[config.mk]
export PLATFORM = sky130hd
export DESIGN_NAME = jet_missile_pool
export DESIGN_NICKNAME = d
export VERILOG_FILES = /design/src/rtl/jet_missile_pool.sv
export SDC_FILE = /design/constraint.sdc
export NUM_CORES = 1
export LEC_CHECK = 0
export BUFFER_PORTS_ARGS = -buffer_cell sky130_fd_sc_hd__buf_2
export CORE_ASPECT_RATIO = 1.4
export CORE_MARGIN = 2
export CORE_UTILIZATION = 60
export CTS_BUF_LIST = sky130_fd_sc_hd__clkbuf_4 sky130_fd_sc_hd__clkbuf_8
export DETAILED_ROUTE_END_ITERATION = 7
export PLACE_DENSITY_LB_ADDON = 0.25
export SETUP_SLACK_MARGIN = 0.15
export SKIP_LAST_GASP = 1
export SYNTH_ARGS = -nofsm -noshare
export SYNTH_HDL_FRONTEND = slang
export SYNTH_SLANG_ARGS = --single-unit
[constraint.sdc]
create_clock -name frame_clk -period 5.4 [get_ports frame_clk]
set_input_delay 0.81 -clock frame_clk [delete_from_list [all_inputs] [get_ports frame_clk]]
set_output_delay 0.81 -clock frame_clk [all_outputs]
set_load 0.02 [all_outputs]
[src/rtl/jet_missile_pool.sv]
// Player missile pool: spawns missiles from the jet nose while the fire key
// is held, flies them upward once per frame, and retires them at the top
// edge or when the collision stage reports a hit. All outputs are registered.
module jet_missile_pool #(
  parameter int          NUM_SLOTS = 4,
  parameter int          MISSILE_H = 8,
  parameter int          Y_STEP    = 6,
  parameter int          Y_MIN     = 6,
  parameter int          COOLDOWN  = 8,
  parameter logic [7:0]  FIRE_KEY  = 8'h2C
) (
  input  logic                      frame_clk,
  input  logic                      Reset_n,
  input  logic [7:0]                keycode,
  input  logic [7:0]                keycode1,
  input  logic [7:0]                keycode2,
  input  logic [5:0]                level,
  input  logic [9:0]                JetX,
  input  logic [9:0]                JetY,
  input  logic [9:0]                Jet_H,
  input  logic [NUM_SLOTS-1:0]      hit,
  output logic [10*NUM_SLOTS-1:0]   MissileX,
  output logic [10*NUM_SLOTS-1:0]   MissileY,
  output logic [NUM_SLOTS-1:0]      MissileActive,
  output logic [7:0]                fire_count
);

  localparam logic [9:0]  MH        = 10'(MISSILE_H);
  localparam logic [9:0]  YS        = 10'(Y_STEP);
  localparam logic [9:0]  RETIRE_Y  = 10'(Y_MIN + Y_STEP);
  localparam logic [10:0] FLOOR_ADD = 11'(MISSILE_H + Y_MIN);
  localparam logic [7:0]  CD_RELOAD = 8'(COOLDOWN - 1);
  localparam logic [5:0]  LVL_START = 6'b000001;

  // Packed per-slot state; slot i lives at bits [10i+9:10i] when flattened.
  logic [NUM_SLOTS-1:0][9:0] x_q, x_d;
  logic [NUM_SLOTS-1:0][9:0] y_q, y_d;
  logic [NUM_SLOTS-1:0]      act_q, act_d;
  logic [7:0]                cd_q, cd_d;
  logic [7:0]                fc_q, fc_d;

  logic                      fire_req;
  logic                      start_clr;
  logic [NUM_SLOTS-1:0]      free;
  logic [NUM_SLOTS-1:0]      sel;
  logic                      found;
  logic                      floor_ok;
  logic                      spawn;
  logic [9:0]                spawn_y;

  assign fire_req  = (keycode == FIRE_KEY) | (keycode1 == FIRE_KEY) | (keycode2 == FIRE_KEY);
  assign start_clr = (level == LVL_START);
  // Only slots idle at the start of the frame are candidates, so a slot
  // retiring this frame cannot be reused until the next one.
  assign free      = ~act_q;
  // A nose position too close to the top would put the missile above the
  // legal ceiling (or wrap the subtraction), so such spawns are suppressed.
  assign floor_ok  = ({1'b0, JetY} >= ({1'b0, Jet_H} + FLOOR_ADD));
  assign spawn_y   = JetY - Jet_H - MH;
  assign spawn     = fire_req & (cd_q == 8'd0) & (|free) & floor_ok;

  // Pick the lowest-index free slot as the spawn target (one-hot).
  always_comb begin
    sel   = '0;
    found = 1'b0;
    for (int i = 0; i < NUM_SLOTS; i++) begin
      if (free[i] && !found) begin
        sel[i] = 1'b1;
        found  = 1'b1;
      end else begin
        sel[i] = 1'b0;
      end
    end
  end

  // Next-state: start-screen clear, per-slot retire/fly/spawn, cooldown and counter.
  always_comb begin
    x_d   = x_q;
    y_d   = y_q;
    act_d = act_q;
    cd_d  = cd_q;
    fc_d  = fc_q;
    if (start_clr) begin
      x_d   = '0;
      y_d   = '0;
      act_d = '0;
      cd_d  = 8'd0;
      fc_d  = 8'd0;
    end else begin
      for (int i = 0; i < NUM_SLOTS; i++) begin
        if (act_q[i]) begin
          if (hit[i]) begin
            act_d[i] = 1'b0;
          end else if (y_q[i] < RETIRE_Y) begin
            act_d[i] = 1'b0;
          end else begin
            y_d[i] = y_q[i] - YS;
          end
        end else if (spawn && sel[i]) begin
          act_d[i] = 1'b1;
          x_d[i]   = JetX;
          y_d[i]   = spawn_y;
        end else begin
          act_d[i] = 1'b0;
        end
      end
      if (spawn) begin
        cd_d = CD_RELOAD;
        fc_d = fc_q + 8'd1;
      end else if (cd_q != 8'd0) begin
        cd_d = cd_q - 8'd1;
      end else begin
        cd_d = cd_q;
      end
    end
  end

  // State registers with asynchronous clear on Reset_n.
  always_ff @(posedge frame_clk or negedge Reset_n) begin
    if (!Reset_n) begin
      x_q   <= '0;
      y_q   <= '0;
      act_q <= '0;
      cd_q  <= 8'd0;
      fc_q  <= 8'd0;
    end else begin
      x_q   <= x_d;
      y_q   <= y_d;
      act_q <= act_d;
      cd_q  <= cd_d;
      fc_q  <= fc_d;
    end
  end

  assign MissileX      = x_q;
  assign MissileY      = y_q;
  assign MissileActive = act_q;
  assign fire_count    = fc_q;

endmodule
**Yosys cells after proc, flatten, opt, wreduce, memory -nomap -nowiden**

Index checks and enable logic that the tools add are counted.

- Logic and storage cells: 132
- Input bits: 66
- Register bits after elaboration: 100

- Add/subtract/negate cells: 9
- Bitwise logic cells: 6
- Equal/unequal tests: 16
- Muxes and demuxes: 54
- Order comparisons: 5
- Reductions and logical operators: 31

Operator list:

| cell | count |
|---|---|
| two-way mux 10 bit | 24 |
| two-way mux 40 bit | 2 |
| < comparator 10 x 4 -> 1 bit, second input constant | 4 |
| two-way mux 8 bit | 5 |
| subtractor 10 x 3 -> 10 bit, second input constant | 4 |
| == test 8 x 6 -> 1 bit, second input constant | 3 |
| two-way mux 1 bit | 22 |
| nonzero test 3 bit | 5 |
| != test 3 x 2 -> 1 bit, second input constant | 4 |
| != test 3 bit, second input constant | 4 |
| AND reduction 3 bit | 4 |
| adder 10 x 4 -> 11 bit, second input constant | 1 |
| greater-or-equal comparator 10 x 11 -> 1 bit | 1 |
| nonzero test 2 bit | 5 |
| subtractor 10 bit | 1 |
| subtractor 10 x 4 -> 10 bit, second input constant | 1 |
| adder 8 x 1 -> 8 bit, second input constant | 1 |
| zero test 8 bit | 1 |
| != test 2 x 1 -> 1 bit, second input constant | 4 |
| AND reduction 2 bit | 4 |
| nonzero test 8 bit | 1 |
| subtractor 8 x 1 -> 8 bit, second input constant | 1 |
| logical AND 1 bit | 7 |
| == test 6 x 1 -> 1 bit, second input constant | 1 |
| other kinds (6) | 11 |

**Logic depth before layout (Yosys ltp)**

- Depth in word-level cells: 15
- Depth in mapped cells: 15
- Mapped depth without buffers: 13

**Worst setup path before layout**

Ideal clock, no wire load.

- Path type: input-to-reg
- Start point: input port Jet_H[1]
- End point: register y_q (netlist bit MissileY[6])
- Arrival time: 3240 ps
- Buffers on the path: 1
- Cell stages on the path: 14
- Slack: 2078 ps
- Path through: inv_1 ha_1 nand2b_1 nand2_1 nor2_1 xnor2_1 ha_1 o211ai_1 o31a_1 a211oi_4 nand2b_1 buf_2 or2_2 a31oi_1

- Cells in the longest elaborated chain, start to end: 6
- Elaborated cells between the ends (all ways): 11
- Those cells by class: add/sub: 3; order compare: 1; mux: 3; bitwise: 1; reduce/logical: 3

Ends and longest elaborated chain:

| what | RTL line | RTL |
|---|---|---|
| from (decl) | 20 | `input logic [9:0] Jet_H,` |
| adder 10 x 4 -> 11 bit | 58 | `assign floor_ok = ({1'b0, JetY} >= ({1'b0, Jet_H} + FLOOR_ADD));` |
| greater-or-equal comparator 10 x 11 -> 1 bit | 58 |  |
| bitwise AND 1 bit | 60 | `assign spawn = fire_req & (cd_q == 8'd0) & (\|free) & floor_ok;` |
| logical AND 1 bit | 99 | `end else if (spawn && sel[i]) begin` |
| nonzero test 3 bit (no source line) | n/a |  |
| AND reduction 3 bit (no source line) | n/a |  |
| to (signal assigned) | 128 | `y_q <= y_d;` |
| to (decl) | 37 | `logic [NUM_SLOTS-1:0][9:0] y_q, y_d;` |

Parallel ways exist; a longest one is shown, timed or not. The select of a mux whose other input is x is not followed.
A chain may end at the register's enable or synchronous reset.

**Final worst setup path**

- Start point: input port Jet_H[1]
- End point: register y_q (netlist bit MissileY[7])

Same word-level chain as after synthesis.

==> results.md <==
- Status: finished, final reports clean
- Syn nets: between 700 and 800
- Top Family by Delay on Critical Path: simple AND/OR/NAND/NOR gates
- Hold-fix buffers at CTS: 0
- Async SR Flop Fraction: 1.00
- Critical path's slowest cell: a211oi_4
- CP bufs+invs: 2
- Final hold vios: 0
- Share of cells above drive strength 1: 0.232
- Syn_area_per_cell: 8.79 um2
- Worst Path Required: 5.70 ns
- Number of synthesized flops with an enable pin: 0
- Pleak: 3.79 nW
- Kind of critical path: in -> reg
- DRT Pass-1 Iters: 5
- Reg-to-reg setup timing slack: between 2 and 2.5 ns
- Fin crit period: 3.88 ns
- H-tree depth: 3
- Total number of vias: 5,741
- FILL cells: roughly 790
- CTS tree: done
- Port bufs: 157
- Initial core utilization: 0.616
- Routability cong.: between 0.9 and 1
- Register area share after synthesis: 0.408
- Synthesized area: 6130 um2
- Skew-Pair Late Insertion Delay: ~0.37 ns
- Hold Worst Slack: around 0.47 ns
- Initial antenna violation count: 0
- Remaining DRCs: 0
- Drt total wl: around 17 mm
- Class of the worst hold path: in -> async
- Maxcap violations: 0
- Synthesis warning total: 0
- Initial DRC count: 515
- First-pass GRT wire length: around 26 mm
- Clk root buf: clkbuf_8
- Worst Tran Pin Value: 1.06 ns
- Die H: 124 um
- Final setup TNS: 0 ns
- Top_reg_cell synth: dfrtp_1
- HPWL after detailed placement: roughly 12 mm
- Top cells by area, synth: dfrtp_1 41%, ha_1 6.7%, a21oi_1 5.8%, nand2_1 5.0%, mux2i_1 4.9%
- CP cell instances: buf_2 -> inv_1 -> ha_1 -> nand2b_1 -> nand2_1 -> nor2_1 -> xnor2_1 -> ha_1 -> o211ai_1 -> o31a_1 -> a211oi_4 -> nand2b_1 -> or2_2 -> a31oi_1
- DR WL/cell: 17.0 um
- Synth Register Bits: 100
- Worst-path clk slew: 0.10 ns
- Area leader, netlist: dfrtp_1
- Synth top area share: 0.408
- Setup crit start kind: input pin
- Most frequent cells after synthesis: 100 x dfrtp_1, 81 x nand2_1, 77 x nor2_1
- Final net count: 939
- N_diodes: 0
- Final setup vio count: 0
- Relative slew slack: 0.291
- Period utilization: 0.718
- Cell Pwr Density: 274 nW/um2
- RSZ-0062 raised after global routing: no
- CTS Sinks: 100
- CP Max Fanout: 18
- Via density: roughly 5.9
- Site row count: 43
- R2R Path Start: cd_q[3]
- Clock buffer depth: 2
- Slew Limit Fails: 0
- All-Layer GR Usage: 0.304
- Synth Instances: 697
- Crit path arrival time: 4.17 ns
- Chip width: 89.4 um
- Endpoint type of the worst setup path: flop
- Post-CTS Repair Setup Buffers: 0
- Vias in the first global route: about 5.4k
- Die ar.: roughly 11,000 um2
- Peak supply drop: 167 uV
- Slowest stage delay, CP: 0.53 ns
- Area Overhead vs Synth: 17.6%
- Distinct cells, synth: 65
- Largest net degree at the start of global routing: 60
- Crit Reg-Reg Endpoint: MissileY[7]
- Fmax: about 0.26 GHz
- Cell depth of the worst flop-to-flop path: 7
- Resize count post-CTS: 0
- GR Overflow Total: 0
- Clock Skew: just over 0.01 ns
- ANT nets after route: 0
- Count leader, synth: dfrtp_1
- CTS Buf Count: 9
- Total core area: 9950 um2
- I/O Pins: ~160
layout make-up:
class	count	area [um2]	area share
clock inverter	6	73.8	0.0102
inverter	34	128	0.0177
tap	135	169	0.0234
multi-input combinational	534	3390	0.471
sequential	100	2500	0.347
clock buffer	10	131	0.0182
timing repair buffer	160	811	0.112
logic make-up (layout without fill, tap and decap cells):
logic type | Yosys count | count (layout) | share of synthesized area
fa+ha+maj | 34 | 34 | 0.0706
mux | 34 | 34 | 0.0563
xor+xnor | 29 | 29 | 0.0414
buf+inv | 63 | 210 | 0.0394
simple gates | 282 | 282 | 0.223
compound gates | 155 | 155 | 0.161
flops | 100 | 100 | 0.408
cells in the final DEF (no fill, tap or decap), drive strengths merged, types with 4 or more instances in the layout:
master / instances
nand2: 84
nand2b: 13
dfrtp: 100
and2: 8
buf: 160
nor3: 24
nor2b: 10
nand4: 13
nand3: 19
o21a: 4
nor4: 8
a211oi: 7
xnor2: 14
o21ai: 28
mux2: 4
a31oi: 8
clkbuf: 10
or4: 4
a21oi: 71
mux2i: 30
inv: 34
ha: 33
xor2: 15
a21o: 7
nor2: 78
or3: 4
layer usage:
metal,routed length (um),vias to the layer above,global-route usage
li1,-,2741,-
met1,6660,2703,0.386
met2,8290,260,0.511
met3,1220,37,0.0583
met4,425,0,0.115
met5,0,-,0
where the power goes:
part | switching, mW | leakage (nW) | internal [mW] | total (mW)
Combinational | 0.335 | 2.33 | 0.228 | 0.563
Clock | 0.268 | 0.0980 | 0.224 | 0.492
Sequential | 0.101 | 1.36 | 0.820 | 0.920
Total | 0.704 | 3.79 | 1.27 | 1.98
how the worst max path moves through the flow:
stage / start / end / slack, ns / cells past startpoint
6_report: Jet_H[1] / MissileY[7] / 1.52 / 14
5_1_grt: Jet_H[1] / MissileY[18] / 1.23 / 14
4_1_cts: Jet_H[1] / MissileY[7] / 1.57 / 14
3_5_place_dp: Jet_H[1] / MissileY[7] / 1.21 / 14
3_3_place_gp: Jet_H[2] / MissileY[8] / 1.32 / 12
2_1_floorplan: Jet_H[1] / MissileY[6] / 2.08 / 14
through the flow:
step | instances | instance area, um2 | power [mW] | util | worst slack (ns)
after floorplan | 697 | 6130 | 1.29 | - | 2.08
after global placement | 963 | 7000 | 1.47 | 0.704 | 1.32
after global routing | 979 | 7210 | 2.08 | 0.724 | 1.23
after CTS | 979 | 7210 | 1.98 | 0.724 | 1.57
after detailed placement | 963 | 7000 | 1.49 | 0.704 | 1.21
final | 979 | 7210 | 1.98 | 0.724 | 1.52
flip-flops by register name (all words and copies together), names as in the netlist:
name and flops:
MissileY 40, MissileActive 4, MissileX 40, fire_count 8
cd_q 8
Note: power is estimated with default switching activity, not from simulation.
